$ cat config.mk
export PLATFORM = sky130hd
export DESIGN_NAME = move_request_ctrl
export DESIGN_NICKNAME = d
export VERILOG_FILES = /design/src/rtl/move_request_ctrl_pkg.sv /design/src/rtl/move_request_ctrl_timer.sv /design/src/rtl/move_request_ctrl.sv
export SDC_FILE = /design/constraint.sdc
export NUM_CORES = 1
export LEC_CHECK = 0
export BUFFER_PORTS_ARGS = -buffer_cell sky130_fd_sc_hd__buf_2
export CORE_ASPECT_RATIO = 1.1
export CORE_MARGIN = 3
export CORE_UTILIZATION = 43
export CTS_CLUSTER_SIZE = 25
export DETAILED_ROUTE_END_ITERATION = 12
export MAX_ROUTING_LAYER = met4
export PLACE_DENSITY = 0.71
export SYNTH_ARGS = -nofsm -noshare
export SYNTH_HDL_FRONTEND = slang
export SYNTH_SLANG_ARGS = --single-unit
$ cat constraint.sdc
create_clock -name i_Clk -period 2.1 [get_ports i_Clk]
set_input_delay 0.42 -clock i_Clk [delete_from_list [all_inputs] [get_ports i_Clk]]
set_output_delay 0.42 -clock i_Clk [all_outputs]
set_load 0.02 [all_outputs]
$ cat src/rtl/move_request_ctrl_pkg.sv
// move_request_ctrl_pkg: direction codes, FSM state encoding and the
// lowest-set-bit helper shared by the move request controller and the
// game-state block.
package move_request_ctrl_pkg;

  // Direction code equals the switch bit index.
  localparam logic [1:0] DIR_UP    = 2'd0;
  localparam logic [1:0] DIR_DOWN  = 2'd1;
  localparam logic [1:0] DIR_LEFT  = 2'd2;
  localparam logic [1:0] DIR_RIGHT = 2'd3;

  typedef enum logic [1:0] {
    ST_IDLE       = 2'd0,
    ST_HOLD_DELAY = 2'd1,
    ST_REPEAT     = 2'd2
  } state_e;

  // Lowest set index wins when several switches rise in the same cycle.
  function automatic logic [1:0] lowest_idx(input logic [3:0] v);
    logic [1:0] r;
    r = DIR_UP;
    if (v[0])      r = DIR_UP;
    else if (v[1]) r = DIR_DOWN;
    else if (v[2]) r = DIR_LEFT;
    else if (v[3]) r = DIR_RIGHT;
    return r;
  endfunction

endpackage

$ cat src/rtl/move_request_ctrl_timer.sv
// move_repeat_timer: auto-repeat interval counter.
//   i_Clk, i_Rst_L : clock, synchronous active-low reset
//   i_Clr          : force count to 0 (has priority over i_En)
//   i_En           : advance the count; wraps to 0 on terminal count
//   i_Sel_Repeat   : 0 selects CLKS_INITIAL limit, 1 selects CLKS_REPEAT
//   o_Tc           : count equals the selected limit minus one
module move_repeat_timer #(
  parameter int CLKS_INITIAL = 12_500_000,
  parameter int CLKS_REPEAT  = 5_000_000,
  parameter int CNT_W        = 24
) (
  input  logic i_Clk,
  input  logic i_Rst_L,
  input  logic i_Clr,
  input  logic i_En,
  input  logic i_Sel_Repeat,
  output logic o_Tc
);

  localparam logic [CNT_W-1:0] LIM_INIT = CNT_W'(CLKS_INITIAL - 1);
  localparam logic [CNT_W-1:0] LIM_REP  = CNT_W'(CLKS_REPEAT - 1);

  logic [CNT_W-1:0] cnt_q, cnt_d;

  assign o_Tc = (cnt_q == (i_Sel_Repeat ? LIM_REP : LIM_INIT));

  // Count returns to 0 on terminal count so it never passes the active limit.
  always_comb begin
    cnt_d = cnt_q;
    if (i_Clr)     cnt_d = '0;
    else if (i_En) cnt_d = o_Tc ? '0 : cnt_q + 1'b1;
  end

  always_ff @(posedge i_Clk) begin
    if (!i_Rst_L) cnt_q <= '0;
    else          cnt_q <= cnt_d;
  end

endmodule

$ cat src/rtl/move_request_ctrl.sv
// move_request_ctrl: turns debounced switch levels into directional move
// requests with press-to-move and hold-to-auto-repeat, presented on a
// valid/ready handshake.
//   i_Clk, i_Rst_L : clock, synchronous active-low reset
//   i_Switches[3:0]: debounced levels (0 up, 1 down, 2 left, 3 right)
//   i_Enable       : game running; low cancels state and pending request
//   i_Move_Ready   : consumer accepts the pending request this cycle
//   o_Move_Valid   : request pending
//   o_Move_Dir[1:0]: direction of the pending request
//   o_Drop_Count   : saturating count of requests lost to a busy consumer
module move_request_ctrl
  import move_request_ctrl_pkg::*;
#(
  parameter int CLKS_INITIAL = 12_500_000,
  parameter int CLKS_REPEAT  = 5_000_000,
  parameter int CNT_W        = 24
) (
  input  logic       i_Clk,
  input  logic       i_Rst_L,
  input  logic [3:0] i_Switches,
  input  logic       i_Enable,
  input  logic       i_Move_Ready,
  output logic       o_Move_Valid,
  output logic [1:0] o_Move_Dir,
  output logic [7:0] o_Drop_Count
);

  state_e     state_q, state_d;
  logic [1:0] dir_q, dir_d;
  logic [3:0] prev_q;
  logic       valid_q, valid_d;
  logic [1:0] out_dir_q, out_dir_d;
  logic [7:0] drop_q, drop_d;

  logic [3:0] rise;
  logic       gen, tmr_clr, tmr_en, tmr_tc;

  assign rise = i_Switches & ~prev_q;

  move_repeat_timer #(
    .CLKS_INITIAL(CLKS_INITIAL),
    .CLKS_REPEAT (CLKS_REPEAT),
    .CNT_W       (CNT_W)
  ) u_timer (
    .i_Clk       (i_Clk),
    .i_Rst_L     (i_Rst_L),
    .i_Clr       (tmr_clr),
    .i_En        (tmr_en),
    .i_Sel_Repeat(state_q == ST_REPEAT),
    .o_Tc        (tmr_tc)
  );

  // Next state / request generation
  always_comb begin
    state_d = state_q;
    dir_d   = dir_q;
    gen     = 1'b0;
    tmr_clr = 1'b0;
    tmr_en  = 1'b0;
    if (!i_Enable) begin
      state_d = ST_IDLE;
      tmr_clr = 1'b1;
    end else begin
      unique case (state_q)
        ST_IDLE: begin
          tmr_clr = 1'b1;
          if (rise != 4'b0) begin
            dir_d   = lowest_idx(rise);
            gen     = 1'b1;
            state_d = ST_HOLD_DELAY;
          end
        end
        ST_HOLD_DELAY, ST_REPEAT: begin
          if (!i_Switches[dir_q]) begin
            state_d = ST_IDLE;
            tmr_clr = 1'b1;
          end else if (tmr_tc) begin
            gen     = 1'b1;
            tmr_clr = 1'b1;
            state_d = ST_REPEAT;
          end else begin
            tmr_en  = 1'b1;
          end
        end
        default: begin
          state_d = ST_IDLE;
          tmr_clr = 1'b1;
        end
      endcase
    end
  end

  // Handshake register and drop counter. A new request while the old one is
  // still unaccepted is discarded; accept plus new request reloads directly.
  always_comb begin
    valid_d   = valid_q;
    out_dir_d = out_dir_q;
    drop_d    = drop_q;
    if (!i_Enable) begin
      valid_d = 1'b0;
    end else if (gen) begin
      if (valid_q && !i_Move_Ready) begin
        if (drop_q != 8'hFF) drop_d = drop_q + 8'd1;
      end else begin
        valid_d   = 1'b1;
        out_dir_d = dir_d;
      end
    end else if (valid_q && i_Move_Ready) begin
      valid_d = 1'b0;
    end
  end

  always_ff @(posedge i_Clk) begin
    if (!i_Rst_L) begin
      state_q   <= ST_IDLE;
      dir_q     <= DIR_UP;
      prev_q    <= 4'b1111;  // levels held through reset must not look like presses
      valid_q   <= 1'b0;
      out_dir_q <= DIR_UP;
      drop_q    <= 8'd0;
    end else begin
      state_q   <= state_d;
      dir_q     <= dir_d;
      prev_q    <= i_Switches;
      valid_q   <= valid_d;
      out_dir_q <= out_dir_d;
      drop_q    <= drop_d;
    end
  end

  assign o_Move_Valid = valid_q;
  assign o_Move_Dir   = out_dir_q;
  assign o_Drop_Count = drop_q;

endmodule

==> run metrics, run 1 <==
GR Util All Layers=16.1%; crit path capture type=flip-flop; Die Y=81.3 um; worst hold margin=0.337 ns; row cnt=26; FF-to-FF path depth=7; initial drt markers=92; CORE AREA=0.00481 mm2; Period Utilization, post-route=95.0%; unrepaired setup endpoints after global routing=yes; status=completed; worst slew pin tran=0.441 ns; Post-synth ARST share=0%; hold path cells=2; worst setup margin=0.106 ns; worst hold path class=in -> reg; placed instance count=327; FF+latch count, synth=43; final worst path period need=1.99 ns; VDD IR max=0.000367 V; Routed WL per cell=13.1 um; global-route wire length before repair=7.52 mm; fmax=0.501 GHz; clk_skew=0.00425 ns; antenna cells=0; setup TNS=0 ns; CTS tree=done; via density per instance=5.41; TritonCTS Buffers=5; count of TritonRoute iterations in the first routing pass=4; final setup violation count=0; syn avg cell area=8.76 um2; synthesized cell area=0.00222 mm2; final max-slew violation count=0; switching power=0.320 mW; yosys warns=0; Pleak=0.881 nW; layout cells sized above 1=16.8%; CTS Root Cell=clkbuf_8; dominant synthesized flop cell=dfxtp_1; largest net degree at the start of global routing=27; total chip power=1.48 mW; dpl hpwl=3.10 mm; TritonCTS Sinks=43; nets=292; Hold Vio Cnt, Final=0; via count=1817; H-tree levels=2; GP Congestion=0.838; post-route ant nets=0; # fillers=464; total grt overflow=0; sequential area share after synthesis=38.8%; reg-to-reg slack, setup=0.11 ns; Max Root-Sink Buffers=2; Setup WS pre-CTS=-0.0152 ns; sequential share of power=56.0%; Die Area=0.00605 mm2; Synth cell types=47; crit path max fanout=6; Die X=74.5 um; Data arrival, critical path=2.21 ns; drc violations=0; post-synthesis cell count=253; Gate power share=5.5%; Starting Density=46.0%; EDFF count, synth=0; WP data required=2.32 ns; initial antenna violation count=0; Clock Latency Late Sink=0.29 ns; crit start category=flip-flop; Reg clk slew, reported paths=0.08 ns; IO Port Bufs=18; area delta synth->final=14.4%; fin cells=336; max-cap violation count=0; max_slew headroom=70.3%; final WL=4.41 mm; clock share of power=38.6%; vias in the first global route=1687; boundary pin count=19; Switching Share=21.6%; Int Pwr=1.16 mW; worst setup path class=reg -> reg; Pwr per Cell Area=583 mW/mm2; Syn Nets=266
==> synthesized netlist by cell type, types with 2 or more instances <==
library cell,count,share of area [%]
dfxtp_1,43,39
nand2_1,27,4.6
and4_1,3,1.2
and3_1,8,2.3
and2_1,5,1.4
o21ai_0,4,0.90
nor2b_1,7,2.0
o32ai_2,3,2.2
nor3_1,7,1.6
a31oi_1,2,0.56
xnor2_1,18,7.1
ha_1,5,2.8
buf_2,3,0.68
and4b_1,2,0.90
xor2_1,4,1.6
nand2b_1,15,4.2
nor4_1,3,0.85
mux2_2,2,1.0
nand4_1,7,2.0
inv_1,9,1.5
clkbuf_1,4,0.68
a21oi_1,2,0.45
nand3_1,10,2.3
nor2_1,29,4.9
o22ai_1,2,0.56
mux2i_1,8,3.6
==> repair_timing <==
item	in CTS	in global routing
pin swaps	0	2
setup buffers	0	0
setup endpoints to repair	3	33
hold buffers	0	0
resized for setup	1	3
hold endpoints to repair	0	0
cloned	0	1
==> through the flow <==
| step | util (%) | area (um2) |
|---|---|---|
| 4_1_cts | 52.2 | 2510 |
| 2_1_floorplan | - | 2220 |
| 3_3_place_gp | 50.1 | 2410 |
| 5_1_grt | 52.7 | 2540 |
| 6_report | 52.7 | 2540 |
| 3_5_place_dp | 50.1 | 2410 |
==> sequential cells by signal (all words and copies together), names as in the netlist <==
signal,count
u_timer.cnt_q,24
o_Drop_Count,8
prev_q,4
dir_q,2
o_Move_Dir,2
state_q,2
o_Move_Valid,1
==> power groups by stage <==
stage | sequential [mW] | combinational, mW | clock, mW
after global placement | 0.847 | 0.0788 | 0
after detailed placement | 0.847 | 0.0798 | 0
after global routing | 0.829 | 0.0918 | 0.623
after floorplan | 0.849 | 0.0523 | 0
after CTS | 0.828 | 0.0802 | 0.590
final | 0.828 | 0.0807 | 0.571
==> kinds of logic (layout without fill, tap and decap cells) <==
kind of cell / after synthesis / after routing / synth area share (%)
AO/OA/AOI/OAI: 23 / 24 / 8.58
buffers and inverters: 18 / 44 / 3.55
adder cells (fa/ha/maj): 5 / 5 / 2.82
XOR/XNOR: 22 / 22 / 8.69
AND/OR/NAND/NOR: 131 / 131 / 31.9
multiplexers: 11 / 11 / 5.64
flip-flops: 43 / 43 / 38.8
==> placed cells by master (no fill, tap or decap), types with 3 or more instances in the layout <==
cell / count
buf_2: 18
nor3_1: 7
dfxtp_1: 43
and4_1: 3
xor2_1: 4
clkbuf_8: 7
xnor2_1: 18
o32ai_2: 3
and3_1: 8
buf_4: 8
ha_1: 5
nand2b_1: 15
nor2_1: 29
nand2_1: 27
nor4_1: 3
mux2i_1: 8
nand3_1: 10
o21ai_0: 4
nand4_1: 7
inv_1: 8
nor2b_1: 7
and2_1: 5
==> final cells by class <==
type | instances | area, um2 | share of cell area [%]
inverter | 9 | 33.8 | 1.33
timing repair buffer | 27 | 170 | 6.71
multi-input combinational | 193 | 1300 | 51.3
clock buffer | 8 | 100 | 3.94
tap | 56 | 70.1 | 2.76
sequential | 43 | 861 | 33.9
==> worst max-delay path: stages, from the launching register on <==
cell,delay (ns)
dfxtp_1,0.34
inv_1,0.08
ha_1,0.24
inv_2,0.08
nand4_1,0.15
a2111o_1,0.52
o32ai_2,0.31
mux2i_1,0.22
==> metal layers <==
metal,vias up,track usage [%],part of all wire [%]
met3,6,3.84,3.0
met1,848,19.8,47
met2,30,26.2,50
li1,933,-,-
met4,0,4.63,0.82
met5,-,-,0
==> final timing paths <==
kind	from	endpoint
setup reg to reg	state_q[0]$_SDFFE_PN0P_	o_Drop_Count[7]$_SDFFE_PN0P_
hold / removal	i_Switches[1]	prev_q[1]$_SDFF_PN1_
hold reg to reg	u_timer.cnt_q[0]$_SDFFE_PP0P_	u_timer.cnt_q[0]$_SDFFE_PP0P_
setup / recovery	state_q[0]$_SDFFE_PN0P_	o_Drop_Count[7]$_SDFFE_PN0P_
(Power assumes the default switching activity.)
==> inputs of run 2 (changes only) <==
--- a/config.mk
+++ b/config.mk
@@ -7,4 +7,6 @@
 export LEC_CHECK = 0
 export BUFFER_PORTS_ARGS = -buffer_cell sky130_fd_sc_hd__buf_2
+export CELL_PAD_IN_SITES_DETAIL_PLACEMENT = 0
+export CELL_PAD_IN_SITES_GLOBAL_PLACEMENT = 1
 export CORE_ASPECT_RATIO = 1.1
 export CORE_MARGIN = 3
@@ -13,5 +15,5 @@
 export DETAILED_ROUTE_END_ITERATION = 12
 export MAX_ROUTING_LAYER = met4
-export PLACE_DENSITY = 0.71
+export PLACE_DENSITY = 0.86
 export SYNTH_ARGS = -nofsm -noshare
 export SYNTH_HDL_FRONTEND = slang
==> constraint.sdc (replaced) <==
create_clock -name i_Clk -period 2.1 [get_ports i_Clk]
set_input_delay 0.42 -clock i_Clk [delete_from_list [all_inputs] [get_ports i_Clk]]
set_output_delay 0.42 -clock i_Clk [all_outputs]
set_load 0.005 [all_outputs]
==> run metrics, run 2 (synthesis gave the netlist of run 1 again) <==
via density per instance=5.46; fmax=0.502 GHz; GP Congestion=0.809; max-cap violation count=0; CTS Hold Bufs=0; Seq. cell area=863 um2; worst hold margin=0.330 ns; max reg flops=24; CTS tree=done; status=completed; area delta synth->final=17.4%; Die X=74.5 um; crit start category=flip-flop; boundary pin count=19; final setup violation count=0; Multi-input gate area=0.00132 mm2; IO Port Bufs=18; Top reg by flops=u_timer.cnt_q; worst slew pin tran=0.409 ns; reg-to-reg slack, setup=0.11 ns; Die Area=0.00605 mm2; vias in the first global route=1712; Data arrival, critical path=2.18 ns; nets=298; total grt overflow=0; Max Root-Sink Buffers=2; Hold Vio Cnt, Final=0; TritonCTS Buffers=5; H-tree levels=2; Pwr per Cell Area=570 mW/mm2; initial drt markers=98; Reg clk slew, reported paths=0.08 ns; row cnt=26; Hold Crit Start=i_Switches[0]; clk_skew=0.00796 ns; Die Y=81.3 um; largest net degree at the start of global routing=27; Placement Cell Area=0.00245 mm2; Pleak=0.913 nW; CORE AREA=0.00481 mm2; worst setup path class=reg -> reg; Routed WL per cell=13.2 um; TritonCTS Sinks=43; CTS Root Cell=clkbuf_8; most frequent cells in the layout=dfxtp_1, nor2_1, nand2_1; Worst R2R End=o_Move_Dir[0]$_SDFFE_PN0P_; VDD IR max=0.000418 V; via count=1866; Starting Density=46.0%; hold path cells=2; # fillers=476; count of TritonRoute iterations in the first routing pass=4; Hold Path End=prev_q[0]$_SDFF_PN1_; max_slew headroom=72.4%; worst hold path class=in -> reg; GR Util All Layers=16.6%; final WL=4.50 mm; WP data required=2.29 ns; Period Utilization, post-route=94.8%; Clock Latency Late Sink=0.29 ns; final worst path period need=1.99 ns; dpl hpwl=3.14 mm; commonest non-fill, non-tap cell in the layout=dfxtp_1; FF-to-FF path depth=5; post-route ant nets=0; drc violations=0; Final Cell Area=0.00260 mm2; crit path max fanout=7; layout cells sized above 1=20.6%; initial antenna violation count=0; final max-slew violation count=0; worst reg2reg startpoint=u_timer.cnt_q[21]$_SDFFE_PP0P_; global-route wire length before repair=7.71 mm; antenna cells=0; crit path capture type=flip-flop
## run 2: worst max path at each step
stage                                         from                      endpoint  slack [ns]  cells past startpoint
finish              u_timer.cnt_q[21]$_SDFFE_PP0P_    o_Move_Dir[0]$_SDFFE_PN0P_        0.11                      5
floorplan                            i_Switches[3]    o_Move_Dir[0]$_SDFFE_PN0P_        0.16                      6
detailed placement         state_q[0]$_SDFFE_PN0P_    o_Move_Dir[1]$_SDFFE_PN0P_       -0.03                      7
CTS                        state_q[0]$_SDFFE_PN0P_  o_Drop_Count[5]$_SDFFE_PN0P_        0.05                      7
global route               state_q[0]$_SDFFE_PN0P_  o_Drop_Count[6]$_SDFFE_PN0P_      -0.002                      7
global placement           state_q[0]$_SDFFE_PN0P_    o_Move_Dir[1]$_SDFFE_PN0P_        0.05                      7
## run 2: critical path, cell delays in order, from the launching register on
cell and delay [ns]:
dfxtp_1 0.36, and4bb_2 0.32, nand4b_1 0.13, a2111o_2 0.61, a2bb2oi_2 0.21, mux2_2 0.27
## run 2: timing repair
| item | 4_1_cts | 5_1_grt |
|---|---|---|
| setup buffers | 0 | 1 |
| endpoints found under the hold margin | 0 | 0 |
| gates resized for setup | 1 | 11 |
| pin swaps | 0 | 3 |
| setup endpoints to repair | 2 | 32 |
| cloned | 0 | 1 |
## run 2: stage by stage
step           TNS [ns]  util (%)  total power, mW  setup WS (ns)  instances
5_1_grt        -0.00290      54.1             1.55       -0.00162        342
3_3_place_gp          0      50.9            0.925         0.0499        332
2_1_floorplan         0         -            0.899          0.161        253
4_1_cts               0      53.0             1.49         0.0533        340
3_5_place_dp    -0.0635      50.9            0.926        -0.0326        332
6_report              0      54.1             1.48          0.110        342
## run 2: final cells by class
type	count	share of cell area, %
multi-input combinational	193	50.7
timing repair buffer	33	8.27
tap	56	2.69
inverter	9	1.30
clock buffer	8	3.84
sequential	43	33.2
## run 2: report_power, final
group / leakage, nW / internal, mW / total (mW) / switching (mW)
logic: 0.513 / 0.0387 / 0.0826 / 0.0439
registers: 0.349 / 0.824 / 0.828 / 0.00394
clock network: 0.0515 / 0.300 / 0.573 / 0.272
## run 2: layer usage
metal / vias up / GRT usage, % / share of wire, %
li1: 944 / - / -
met1: 881 / 20.5 / 48
met2: 32 / 26.5 / 47
met3: 9 / 3.84 / 3.5
met4: 0 / 5.69 / 1.5
met5: - / - / 0
